## config.mk

```make
export PLATFORM = sky130hd
export DESIGN_NAME = quad_dec_mod
export DESIGN_NICKNAME = d
export VERILOG_FILES = /design/src/rtl/quad_dec_mod.sv
export SDC_FILE = /design/constraint.sdc
export NUM_CORES = 1
export LEC_CHECK = 0
export CAP_MARGIN = 10
export CORE_MARGIN = 2
export CORE_UTILIZATION = 50
export DETAILED_ROUTE_END_ITERATION = 10
export PLACE_DENSITY = 0.75
export SETUP_SLACK_MARGIN = 0.4
export SLEW_MARGIN = 10
export SYNTH_ARGS = -nofsm -noshare
export SYNTH_HDL_FRONTEND = slang
export SYNTH_SLANG_ARGS = --single-unit
```

## constraint.sdc

```tcl
create_clock -name clk -period 2.9 [get_ports clk]
set_input_delay 0.29 -clock clk [delete_from_list [all_inputs] [get_ports clk]]
set_output_delay 0.29 -clock clk [all_outputs]
set_load 0.03 [all_outputs]
```

## src/rtl/quad_dec_mod.sv

```systemverilog
// Quadrature A/B decoder driving a modulo-MOD position counter with step/wrap strobes.
// Optional per-channel glitch filter enabled by defining GLITCH_FILTER_EN.
module quad_dec_mod #(
    parameter int unsigned MOD         = 12,
    parameter int unsigned SYNC_STAGES = 2,
    parameter int unsigned FILT_CYC    = 4
) (
    input  logic                   clk,
    input  logic                   reset,
    input  logic                   a,
    input  logic                   b,
    input  logic                   en,
    output logic [$clog2(MOD)-1:0] pos,
    output logic                   dir,
    output logic                   step,
    output logic                   wrap,
    output logic                   err
);
    localparam int unsigned W = $clog2(MOD);

    typedef enum logic [1:0] {MV_NONE, MV_UP, MV_DOWN, MV_ILL} move_t;

    logic [SYNC_STAGES-1:0] a_sr, b_sr;
    logic                   a_sync, b_sync;
    logic [1:0]             s, prev;
    logic                   primed;
    move_t                  move;

    always_ff @(posedge clk) begin
        if (reset) begin
            a_sr <= '0;
            b_sr <= '0;
        end else begin
            a_sr <= {a_sr[SYNC_STAGES-2:0], a};
            b_sr <= {b_sr[SYNC_STAGES-2:0], b};
        end
    end

    assign a_sync = a_sr[SYNC_STAGES-1];
    assign b_sync = b_sr[SYNC_STAGES-1];

`ifdef GLITCH_FILTER_EN
    localparam int unsigned FW       = $clog2(FILT_CYC + 1);
    localparam int unsigned FILT_LAT = FILT_CYC;

    logic          a_f, b_f;
    logic [FW-1:0] a_fc, b_fc;

    // Output follows the synchronised input only after FILT_CYC consecutive differing samples.
    always_ff @(posedge clk) begin
        if (reset) begin
            a_f  <= 1'b0;
            b_f  <= 1'b0;
            a_fc <= '0;
            b_fc <= '0;
        end else begin
            if (a_sync == a_f) begin
                a_fc <= '0;
            end else if (a_fc == FW'(FILT_CYC - 1)) begin
                a_f  <= a_sync;
                a_fc <= '0;
            end else begin
                a_fc <= a_fc + 1'b1;
            end
            if (b_sync == b_f) begin
                b_fc <= '0;
            end else if (b_fc == FW'(FILT_CYC - 1)) begin
                b_f  <= b_sync;
                b_fc <= '0;
            end else begin
                b_fc <= b_fc + 1'b1;
            end
        end
    end

    assign s = {a_f, b_f};
`else
    localparam int unsigned FILT_LAT = FILT_CYC * 0;

    assign s = {a_sync, b_sync};
`endif

    localparam int unsigned PRIME_CYC = SYNC_STAGES + FILT_LAT;
    localparam int unsigned PCW       = $clog2(PRIME_CYC + 1);

    logic [PCW-1:0] pcnt;

    always_comb begin
        move = MV_NONE;
        if (s != prev) begin
            case ({prev, s})
                4'b00_10, 4'b10_11, 4'b11_01, 4'b01_00: move = MV_UP;
                4'b00_01, 4'b01_11, 4'b11_10, 4'b10_00: move = MV_DOWN;
                default:                                move = MV_ILL;
            endcase
        end
    end

    always_ff @(posedge clk) begin
        if (reset) begin
            prev   <= '0;
            primed <= 1'b0;
            pcnt   <= '0;
            pos    <= '0;
            dir    <= 1'b0;
            step   <= 1'b0;
            wrap   <= 1'b0;
            err    <= 1'b0;
        end else begin
            step <= 1'b0;
            wrap <= 1'b0;
            if (!primed) begin
                // Hold off until the pipeline has flushed its reset zeros.
                if (pcnt == PCW'(PRIME_CYC)) begin
                    prev   <= s;
                    primed <= 1'b1;
                end else begin
                    pcnt <= pcnt + 1'b1;
                end
            end else begin
                prev <= s;
                case (move)
                    MV_ILL: err <= 1'b1;
                    MV_UP: if (en) begin
                        step <= 1'b1;
                        dir  <= 1'b1;
                        if (pos == W'(MOD - 1)) begin
                            pos  <= '0;
                            wrap <= 1'b1;
                        end else begin
                            pos <= pos + 1'b1;
                        end
                    end
                    MV_DOWN: if (en) begin
                        step <= 1'b1;
                        dir  <= 1'b0;
                        if (pos == '0) begin
                            pos  <= W'(MOD - 1);
                            wrap <= 1'b1;
                        end else begin
                            pos <= pos - 1'b1;
                        end
                    end
                    default: ;
                endcase
            end
        end
    end
endmodule

```

==> reports/results.txt <==
Max-Cap Viols: 0
Cells along the critical path: nor2_1 -> a21o_1 -> o21ai_1 -> inv_1 -> ha_1 -> nand2b_1 -> o21ai_0 -> a21oi_1 -> a211oi_1
GRT Util Overall: 17.6%
F_max: 0.466 GHz
Core Area: 0.00154 sq mm
Async SR Flop Fraction: 0%
Max Slew Vio Count: 0
Clk buf depth: 2
Final min period: 2140 ps
Worst Path Arrival: 2360 ps
Post-synth EDFFs: 0
H-tree depth: 1
Met2 GRT Util: 24.9%
Sequential fraction of the synthesis area: 40.2%
First-pass GRT wire length: 2.49 mm
Vias/cell: 5.65
Num CTS Buffers: 3
Synth top cells by count: 17 x dfxtp_1, 8 x nor2_1, 6 x a21oi_1, 6 x ha_1, 6 x o21ai_0
Total stage count of the critical path: 9
Post-synth top area share: 40.2%
Wire per inst: 12.5 um
Status: finished, final reports clean
Global placement routability congestion: 0.830
DRT Wirelength: 1.51 mm
Layout cells sized above 1: 7.62%
Biggest area consumer among synthesized cells: dfxtp_1
Reg clk slew, reported paths: 100 ps
Final hold slack: 451 ps
Worst reg2reg setup slack: 760 ps
Cells on worst reg2reg path: 9
CP Max Fanout: 9
Mapped Area: 846 sq um
Post-synth net total: 105
Root buf cell: clkbuf_4
Largest stage delay, worst path: 450 ps
Most common cell in the netlist: dfxtp_1
FF-to-FF End: pos[2]$_SDFFE_PP0P_
CP Launch Type: flip-flop
PD cells: 538 mW/mm^2
Worst hold-check path type: reg -> reg
DRT Pass-1 Iters: 4
Worst Hold Path EP: a_sr[1]$_SDFF_PP0_
Final period utilization: 74.0%
Skew final: 1.68 ps
Slew @ Worst Pin: 564 ps
Final HPWL DP: 1.08 mm
Ranking of synthesized cells by area: dfxtp_1 40%, ha_1 8.9%, nor2b_1 3.7%
Hold depth: 1
RR Startpoint: a_sr[1]$_SDFF_PP0_
Total gr overflow: 0
Hold_sp: a_sr[0]$_SDFF_PP0_
Fill cell count: 133
Count of input and output buffers: 12
GR peak layer: met2
Crit-path leading delay family: compound AO/OA/AOI/OAI gates
# DRC: 0
Clk_lat worst skew: 300 ps
RSZ-0062 raised after global routing: no
DIE AREA: 0.00204 sq mm
# IOs: 13
Row Count: 14
Initial antenna violation count: 0
Area grow syn2layout: 16.4%
Hold Vio Cnt, Final: 0
Die Width: 45.1 um
Largest net degree at the start of global routing: 17
Post-CTS Setup Bufs: 0
WS Path Type: reg -> reg
Top_reg_cell synth: dfxtp_1
Final Net Count: 117
Ys Warns: 0
Cts hold-fix bufs: 0
WP data required: 3120 ps
Fin Setup TNS: 0 ps
Post-synthesis cell count: 94
Chip height: 45.1 um
Slew HR: 62.2%
Routed Antenna Nets: 0
Endpoint type of the worst setup path: flip-flop
Worst vdd ir: 0.414 mV
GRT met3 Usage: 4.80%
Cell at the slowest stage of the critical path: dfxtp_1
ANT cells: 0
Cell variety after synth: 31
Buf+Inv Stages, Crit Path: 1
Total number of vias: 684
Syn Area/Cell: 9.00 sq um
Vias in the first global route: 572
Met1 Usage GRT: 23.7%
Leak pwr: 0.363 nW
Yosys reg bits: 17
CTS tree: yes
Initial core utilization: 54.9%
Gates resized, CTS repair: 0
Clk sinks: 17
Setup violations, final: 0
Starting DRT DRC Count: 30
per-layer routing:
metal / vias to the layer above / wire (um)
met5: - / 0
met4: 0 / 29
met3: 4 / 60
met2: 17 / 616
met1: 307 / 803
li1: 356 / -
registers in the layout (all words and copies together), names as in the netlist:
signal / cells
dir: 1
pos: 4
b_sr: 2
err: 1
primed: 1
prev: 2
pcnt: 2
a_sr: 2
wrap: 1
step: 1
stage by stage:
stage	instances	power, W	cell area, sq um	setup slack [ps]	utilization (%)
after CTS	121	0.000534	985	763	63.9
after global routing	121	0.000564	985	512	63.9
after global placement	117	0.000397	957	906	62.1
after floorplan	94	0.000375	846	1000	-
final	121	0.000530	985	755	63.9
after detailed placement	117	0.000402	957	789	62.1
area by class of cell:
cell class                      count  area, sq um  share of cell area [%]
Clock buffer                        3         22.5                    2.29
Timing Repair Buffer               12          120                    12.2
Multi-Input combinational cell     67          458                    46.5
Clock inverter                      1         5.00                   0.508
Inverter                            5         18.8                    1.91
Sequential cell                    17          340                    34.6
Tap cell                           16         20.0                    2.03
cell usage in the layout, fill, tap and decap left out, drive strengths merged:
cell type	netlist	routed
dfxtp	17	17
inv	5	5
nand2b	2	2
mux2	1	1
clkdlybuf4s50	0	12
xnor2	1	1
o21ai	9	9
nor2	8	8
or4	1	1
xor2	1	1
a21oi	6	6
o31ai	1	1
o211ai	3	3
a21o	1	1
o21ba	1	1
a211oi	4	4
o211a	1	1
and4b	1	1
clkbuf	1	3
mux2i	1	1
nand3	3	3
nor2b	5	5
nor3	1	1
nor3b	2	2
a31oi	2	2
nand2	5	5
ha	6	6
and3b	1	1
clkinv	0	1
how the worst max path moves through the flow:
stage | startpoint | end
final | a_sr[1]$_SDFF_PP0_ | pos[2]$_SDFFE_PP0P_
after global routing | a_sr[1]$_SDFF_PP0_ | pos[2]$_SDFFE_PP0P_
after CTS | a_sr[1]$_SDFF_PP0_ | pos[3]$_SDFFE_PP0P_
after detailed placement | a_sr[1]$_SDFF_PP0_ | pos[3]$_SDFFE_PP0P_
after global placement | a_sr[1]$_SDFF_PP0_ | pos[3]$_SDFFE_PP0P_
after floorplan | a_sr[1]$_SDFF_PP0_ | pos[3]$_SDFFE_PP0P_
cell families after synthesis:
family / count (synthesis) / share of synthesized area [%]
simple gates: 29 / 18.3
compound gates: 28 / 22.3
flops: 17 / 40.2
buf+inv: 10 / 5.62
fa+ha+maj: 6 / 8.88
xor+xnor: 2 / 2.07
mux: 2 / 2.51
power by group:
part	total (W)	switching (W)	internal (W)	leakage [nW]
Combinational	0.000114	0.0000626	0.0000514	0.207
Sequential	0.000283	0.0000262	0.000257	0.139
Clock	0.000133	0.0000816	0.0000515	0.0177
No activity file was read; power rests on OpenSTA's default activity.
